File: src/rtl/dct2d_rowcol_sched_pkg.sv
// Shared types and constants for the 8x8 row/column DCT scheduler.
package dct2d_rowcol_sched_pkg;

  localparam int DCT_N = 8;
  localparam int DCT_W = 16;

  typedef logic signed [DCT_W-1:0] dct_sample_t;
  typedef dct_sample_t dct_vec_t [DCT_N];

  // One full row/column on a bus: element i occupies bits [i*DCT_W +: DCT_W].
  typedef logic [DCT_N*DCT_W-1:0] dct_bus_t;

  typedef enum logic [1:0] {
    IDLE = 2'd0,
    ROW  = 2'd1,
    COL  = 2'd2
  } dct_sched_state_t;

endpackage

File: src/rtl/dct2d_rowcol_sched_if.sv
// Valid/ready stream carrying one 8-sample vector per beat.
interface dct2d_rowcol_sched_if;
  import dct2d_rowcol_sched_pkg::*;

  logic     valid;
  logic     ready;
  dct_bus_t data;

  modport master (output valid, output data, input ready);
  modport slave  (input valid, input data, output ready);

endinterface

File: src/rtl/dct2d_rowcol_sched_chk.sv
// Parameter and protocol checks for the row/column DCT scheduler.
module dct2d_rowcol_sched_chk
  import dct2d_rowcol_sched_pkg::*;
#(
  parameter int W = DCT_W,
  parameter int N = DCT_N
)(
  input logic clk,
  input logic rst_n,
  input logic idle,
  input logic dct_out_valid
);

  if (N != DCT_N || W != DCT_W) begin : g_bad_param
    $error("dct2d_rowcol_sched: only N=8, W=16 are supported");
  end

  // The core has nothing legitimately in flight while the scheduler is idle.
  a_no_core_out_in_idle: assert property (@(posedge clk) disable iff (!rst_n)
    !(idle && dct_out_valid));

endmodule

File: src/rtl/dct2d_rowcol_sched_tbuf.sv
// 8x8 transpose buffer: rows written from the row pass, columns read for the column pass.
// Contents are deliberately not reset; every row is rewritten before it is read.
module dct2d_rowcol_sched_tbuf
  import dct2d_rowcol_sched_pkg::*;
(
  input  logic     clk,
  input  logic     wr_en,
  input  logic [2:0] wr_row,
  input  dct_bus_t wr_data,
  input  logic [2:0] rd_col,
  output dct_bus_t rd_data
);

  dct_vec_t mem_r [DCT_N];

  // Store one row-pass result into buffer row wr_row.
  always_ff @(posedge clk) begin
    if (wr_en) begin
      for (int c = 0; c < DCT_N; c++) begin
        mem_r[wr_row][c] <= wr_data[c*DCT_W +: DCT_W];
      end
    end
  end

  // Gather column rd_col: element r comes from buffer row r.
  always_comb begin
    rd_data = '0;
    for (int r = 0; r < DCT_N; r++) begin
      rd_data[r*DCT_W +: DCT_W] = mem_r[r][rd_col];
    end
  end

endmodule

File: src/rtl/dct2d_rowcol_sched.sv
// Drives one shared 8-point DCT core twice per block: a row pass into the transpose
// buffer, then a column pass whose results stream straight out with no extra latency.
module dct2d_rowcol_sched
  import dct2d_rowcol_sched_pkg::*;
#(
  parameter int W = DCT_W,
  parameter int N = DCT_N
)(
  input  logic                         clk,
  input  logic                         rst_n,
  dct2d_rowcol_sched_if.slave          in_if,
  dct2d_rowcol_sched_if.master         out_if,
  output logic                         out_last,
  dct2d_rowcol_sched_if.master         dct_in_if,
  dct2d_rowcol_sched_if.slave          dct_out_if,
  output logic                         busy
);

  dct_sched_state_t state_r;
  logic [3:0]       iss_r;
  logic [3:0]       cap_r;
  logic [3:0]       emit_r;
  logic             busy_r;

  logic     iss_open_s;
  logic     in_ready_s;
  logic     dct_in_valid_s;
  dct_bus_t dct_in_data_s;
  logic     dct_out_ready_s;
  logic     out_valid_s;
  logic     out_last_s;
  dct_bus_t rd_data_s;

  assign iss_open_s = (iss_r < 4'd8);

  // Handshake steering: which stream feeds the core and where its results go.
  always_comb begin
    in_ready_s      = 1'b0;
    dct_in_valid_s  = 1'b0;
    dct_in_data_s   = in_if.data;
    dct_out_ready_s = 1'b1;
    out_valid_s     = 1'b0;
    out_last_s      = 1'b0;
    case (state_r)
      ROW: begin
        in_ready_s     = dct_in_if.ready & iss_open_s;
        dct_in_valid_s = in_if.valid & iss_open_s;
        dct_in_data_s  = in_if.data;
      end
      COL: begin
        dct_in_valid_s  = iss_open_s;
        dct_in_data_s   = rd_data_s;
        out_valid_s     = dct_out_if.valid;
        dct_out_ready_s = out_if.ready;
        out_last_s      = dct_out_if.valid & (emit_r == 4'd7);
      end
      default: begin
        dct_out_ready_s = 1'b1;
      end
    endcase
  end

  // Sequencer: issue/capture/emit counters and the IDLE->ROW->COL->IDLE walk.
  always_ff @(posedge clk or negedge rst_n) begin
    if (!rst_n) begin
      state_r <= IDLE;
      iss_r   <= 4'd0;
      cap_r   <= 4'd0;
      emit_r  <= 4'd0;
      busy_r  <= 1'b0;
    end else begin
      case (state_r)
        IDLE: begin
          state_r <= ROW;
          busy_r  <= 1'b1;
          iss_r   <= 4'd0;
          cap_r   <= 4'd0;
          emit_r  <= 4'd0;
        end
        ROW: begin
          if (dct_in_valid_s && dct_in_if.ready) begin
            iss_r <= iss_r + 4'd1;
          end
          if (dct_out_if.valid) begin
            if (cap_r == 4'd7) begin
              state_r <= COL;
              iss_r   <= 4'd0;
              cap_r   <= 4'd0;
            end else begin
              cap_r <= cap_r + 4'd1;
            end
          end
        end
        COL: begin
          if (dct_in_valid_s && dct_in_if.ready) begin
            iss_r <= iss_r + 4'd1;
          end
          if (out_valid_s && out_if.ready) begin
            if (emit_r == 4'd7) begin
              state_r <= IDLE;
              busy_r  <= 1'b0;
              iss_r   <= 4'd0;
              cap_r   <= 4'd0;
              emit_r  <= 4'd0;
            end else begin
              emit_r <= emit_r + 4'd1;
            end
          end
        end
        default: begin
          state_r <= IDLE;
          busy_r  <= 1'b0;
          iss_r   <= 4'd0;
          cap_r   <= 4'd0;
          emit_r  <= 4'd0;
        end
      endcase
    end
  end

  dct2d_rowcol_sched_tbuf u_tbuf (
    .clk     (clk),
    .wr_en   ((state_r == ROW) && dct_out_if.valid),
    .wr_row  (cap_r[2:0]),
    .wr_data (dct_out_if.data),
    .rd_col  (iss_r[2:0]),
    .rd_data (rd_data_s)
  );

  dct2d_rowcol_sched_chk #(.W(W), .N(N)) u_chk (
    .clk           (clk),
    .rst_n         (rst_n),
    .idle          (state_r == IDLE),
    .dct_out_valid (dct_out_if.valid)
  );

  assign in_if.ready     = in_ready_s;
  assign dct_in_if.valid = dct_in_valid_s;
  assign dct_in_if.data  = dct_in_data_s;
  assign dct_out_if.ready = dct_out_ready_s;
  assign out_if.valid    = out_valid_s;
  assign out_if.data     = dct_out_if.data;
  assign out_last        = out_last_s;
  assign busy            = busy_r;

endmodule

File: src/flat_wrapper.sv
// flat-port wrapper written by rule: the top's interface ports become plain ports
module dct2d_rowcol_sched_flat import dct2d_rowcol_sched_pkg::*;
#(
  parameter int W = DCT_W,
  parameter int N = DCT_N
)
  (clk, rst_n, out_last, busy, in_if_valid, in_if_data, in_if_ready, out_if_valid, out_if_data, out_if_ready, dct_in_if_valid, dct_in_if_data, dct_in_if_ready, dct_out_if_valid, dct_out_if_data, dct_out_if_ready);
  dct2d_rowcol_sched_if in_if_i ();
  dct2d_rowcol_sched_if out_if_i ();
  dct2d_rowcol_sched_if dct_in_if_i ();
  dct2d_rowcol_sched_if dct_out_if_i ();
  input  logic clk;
  input  logic rst_n;
  output logic out_last;
  output logic busy;
  input wire logic [$bits(in_if_i.valid)-1:0] in_if_valid;
  input wire logic [$bits(in_if_i.data)-1:0] in_if_data;
  output wire logic [$bits(in_if_i.ready)-1:0] in_if_ready;
  output wire logic [$bits(out_if_i.valid)-1:0] out_if_valid;
  output wire logic [$bits(out_if_i.data)-1:0] out_if_data;
  input wire logic [$bits(out_if_i.ready)-1:0] out_if_ready;
  output wire logic [$bits(dct_in_if_i.valid)-1:0] dct_in_if_valid;
  output wire logic [$bits(dct_in_if_i.data)-1:0] dct_in_if_data;
  input wire logic [$bits(dct_in_if_i.ready)-1:0] dct_in_if_ready;
  input wire logic [$bits(dct_out_if_i.valid)-1:0] dct_out_if_valid;
  input wire logic [$bits(dct_out_if_i.data)-1:0] dct_out_if_data;
  output wire logic [$bits(dct_out_if_i.ready)-1:0] dct_out_if_ready;
  assign in_if_i.valid = in_if_valid;
  assign in_if_i.data = in_if_data;
  assign in_if_ready = in_if_i.ready;
  assign out_if_valid = out_if_i.valid;
  assign out_if_data = out_if_i.data;
  assign out_if_i.ready = out_if_ready;
  assign dct_in_if_valid = dct_in_if_i.valid;
  assign dct_in_if_data = dct_in_if_i.data;
  assign dct_in_if_i.ready = dct_in_if_ready;
  assign dct_out_if_i.valid = dct_out_if_valid;
  assign dct_out_if_i.data = dct_out_if_data;
  assign dct_out_if_ready = dct_out_if_i.ready;
  dct2d_rowcol_sched #(.W(W), .N(N)) u_core (.clk(clk), .rst_n(rst_n), .in_if(in_if_i), .out_if(out_if_i), .out_last(out_last), .dct_in_if(dct_in_if_i), .dct_out_if(dct_out_if_i), .busy(busy));
endmodule
File: config.mk
export PLATFORM = sky130hd
export DESIGN_NAME = dct2d_rowcol_sched_flat
export DESIGN_NICKNAME = d
export VERILOG_FILES = /design/src/rtl/dct2d_rowcol_sched_pkg.sv /design/src/rtl/dct2d_rowcol_sched_if.sv /design/src/rtl/dct2d_rowcol_sched_chk.sv /design/src/rtl/dct2d_rowcol_sched_tbuf.sv /design/src/rtl/dct2d_rowcol_sched.sv /design/src/flat_wrapper.sv
export SDC_FILE = /design/constraint.sdc
export NUM_CORES = 1
export LEC_CHECK = 0
export BUFFER_PORTS_ARGS = -buffer_cell sky130_fd_sc_hd__buf_2
export CAP_MARGIN = 0
export CORE_MARGIN = 10
export CORE_UTILIZATION = 50
export CTS_BUF_LIST = sky130_fd_sc_hd__clkbuf_2 sky130_fd_sc_hd__clkbuf_4 sky130_fd_sc_hd__clkbuf_8
export DETAILED_ROUTE_END_ITERATION = 7
export PLACE_DENSITY_LB_ADDON = 0.15
export SYNTH_ARGS = -nofsm -noshare
export SYNTH_HDL_FRONTEND = slang
export SYNTH_SLANG_ARGS = --single-unit
File: constraint.sdc
create_clock -name clk -period 18.14 [get_ports clk]
set_input_delay 0.907 -clock clk [delete_from_list [all_inputs] [get_ports clk]]
set_output_delay 0.907 -clock clk [all_outputs]
set_load 0.05 [all_outputs]
==> out/metrics.csv <==
metric,value,unit
place.gp.congestion,0.896,
start_util,50.7,%
design.core.area,82400,um^2
wl,114000,um
worstSetupPathType,reg2out,
end_kind,output port,
clockRootBuffer,clkbuf_8,
top_level_ports,524,
die_area,95400,um^2
p_per_area,129,nW/um^2
synthTopCellsByCount,"edfxtp_1 (1,024), mux2i_1 (257), o21ai_0 (147)",
max_slew_margin,14.3,%
wire_per_inst,28.9,um
tightest_slew,1290,ps
via_per_inst,5.86,
grtUsageTotal,23.5,%
grt_max_degree,141,
finalCritPeriodShare,38.3,%
setup_tns,0,ps
fin_nets,3007,
grt_setup_unrepaired,false,
cts_max_level,4,
hold_path.class,in2reg,
irDropWorstVdd,0.0768,mV
clock-skew-final,45.7,ps
cp_max_fo,140,
yosys-top-cells-area,"edfxtp_1 (74%), mux4_2 (6.9%), mux2i_1 (6.2%), a221oi_1 (2.7%), buf_4 (2.3%)",
worst_ep_required_time,17230,ps
cts.sinks,1039,
ys_async_sr_fraction,1.44,%
final_core_util,57.5,%
ant_nets,0,
status,completed,
worst_r2r_path_depth,6,
cp-start-kind,flop,
synth_area,41700,um^2
setup_viol,0,
seq_area,31100,um^2
synth_most_common_cell,edfxtp_1,
area_growth_syn_to_layout,13.6,%
cts_made_buffers,164,
first_pass_iters,5,
synth_top_area_share,73.7,%
cts_tree,yes,
worst_r2r_endpoint,u_core.u_tbuf.mem_r[2][33],
hold_start,dct_out_if_data[116],
dpl.hpwl,73100,um
clk_latency,810,ps
fill_cells,6273,
synth_edf_count,1024,
drtIter0Drc,2573,
max_cap_violations,0,
timing.fmax,144,MHz
overflow,0,
grt_pass1_vias,23339,
crit_path_end,dct_in_if_data[56],
hold_viol,0,
synthFlopType,edfxtp_1,
die_y,309,um
cts.clk_slew.worst_paths,60,ps
avgSynthCellArea,18.3,um^2
multi_input_comb_area,8450,um^2
grt_pass1_wl,162000,um
vias,23079,
placementRows,105,
rrSetupSlack,14070,ps
p_leak,15.9,nW
drive_gt1_share,32.9,%
drc_errors,0,
syn-num-nets,2546,
postCtsResizedCells,0,
reg2reg_from,u_core.state_r[1],
ys_seq_elements,1039,
startpoint,u_core.iss_r[0],
synth_cell_type_count,40,
arrival,6040,ps
yosys_warnings,0,
yosysTopAreaCell,edfxtp_1,
synthCells,2278,
layout_min_cycle_time,6950,ps
placement.io_buffers,523,
cts_buffer_depth,3,
p_total,0.00611,W
dieWidth,309,um
antenna_found_initial,14,
slew_violations,0,
ys_seq_area_share,74.6,%
==> stage by stage <==
stage | hold WS [ps] | cells | cell area [um^2] | setup slack [ps]
2_1_floorplan | 451 | 2278 | 41700 | 7630
3_3_place_gp | 474 | 3642 | 44300 | 12020
3_5_place_dp | 501 | 3642 | 44300 | 12030
4_1_cts | 357 | 3934 | 47400 | 11130
5_1_grt | 377 | 3935 | 47400 | 10770
6_report | 417 | 3936 | 47400 | 11190
==> worst max-delay path, stage by stage (launching register included) <==
cell and delay, ps:
dfrtp_4 850, buf_4 870, buf_12 830, buf_4 1000, mux2i_1 210, a221oi_1 600, o21ai_1 180, o21ai_0 140
buf_2 300
==> placed cells by master (no fill, tap or decap), drive strengths merged, types with 2 or more instances in the layout <==
cell / synthesis / final
edfxtp: 1024 / 1024
nor2: 12 / 12
diode: 0 / 2
nand3b: 3 / 3
nand3: 7 / 7
a21oi: 3 / 3
bufinv: 0 / 2
and2: 3 / 3
a21o: 2 / 2
ha: 6 / 6
and3b: 3 / 3
mux2: 2 / 2
clkbuf: 75 / 221
nor3: 4 / 4
nand2: 12 / 12
o21ai: 263 / 263
dfrtp: 15 / 15
inv: 131 / 140
mux4: 128 / 128
o21a: 2 / 2
o31ai: 2 / 2
clkinv: 0 / 58
nand2b: 2 / 2
buf: 183 / 552
mux2i: 257 / 257
a221oi: 128 / 128
==> metal layers <==
layer  part of all wire, %  track usage [%]  wire (um)  vias up
met4                   1.9             5.97       2120        6
met3                    11             8.25      12600      140
met5                 0.036                0         41        -
met1                    42             33.8      48200    11894
met2                    45             33.8      50700     1129
li1                      -                -          -     9910
==> report_power, final <==
part	switching, W	internal [W]
combinational	0.00106	0.000374
sequential	0.0000358	0.00275
clock	0.000893	0.000999
==> registers in the layout (all words and copies together), names as in the netlist <==
name	flops
u_core.state_r	2
u_core.iss_r	4
u_core.emit_r	4
u_core.cap_r	4
u_core.busy	1
u_core.u_tbuf.mem_r	1024
==> logic make-up after synthesis <==
group / after synthesis / share of synthesized area, %
adder cells (fa/ha/maj): 6 / 0.180
AO/OA/AOI/OAI: 404 / 6.08
multiplexers: 387 / 13.1
XOR/XNOR: 1 / 0.0210
flip-flops: 1039 / 74.6
buffers and inverters: 389 / 5.35
AND/OR/NAND/NOR: 52 / 0.651
==> worst min-delay path by stage <==
| stage | endpoint | slack [ps] | cells past startpoint |
|---|---|---|---|
| floorplan | u_core.emit_r[3] | 450 | 1 |
| global placement | u_core.emit_r[3] | 470 | 1 |
| detailed placement | u_core.emit_r[1] | 500 | 2 |
| CTS | u_core.u_tbuf.mem_r[5][99] | 360 | 1 |
| global route | u_core.u_tbuf.mem_r[2][92] | 380 | 1 |
| finish | u_core.u_tbuf.mem_r[2][4] | 420 | 1 |
==> cell type report <==
type                    instances  area share [%]
diodes                          2          0.0106
clock buffers                 221            5.71
flip-flops and latches       1039            65.7
multi-input cells             850            17.8
well taps                    1070            2.83
inverters                     131            1.04
clock inverters                70           0.855
repair buffers                553            6.03
==> timing repair <==
item,CTS,global route
endpoints found under the hold margin,15,0
setup buffers,0,0
hold buffers,1,0
(Power assumes the default switching activity.)
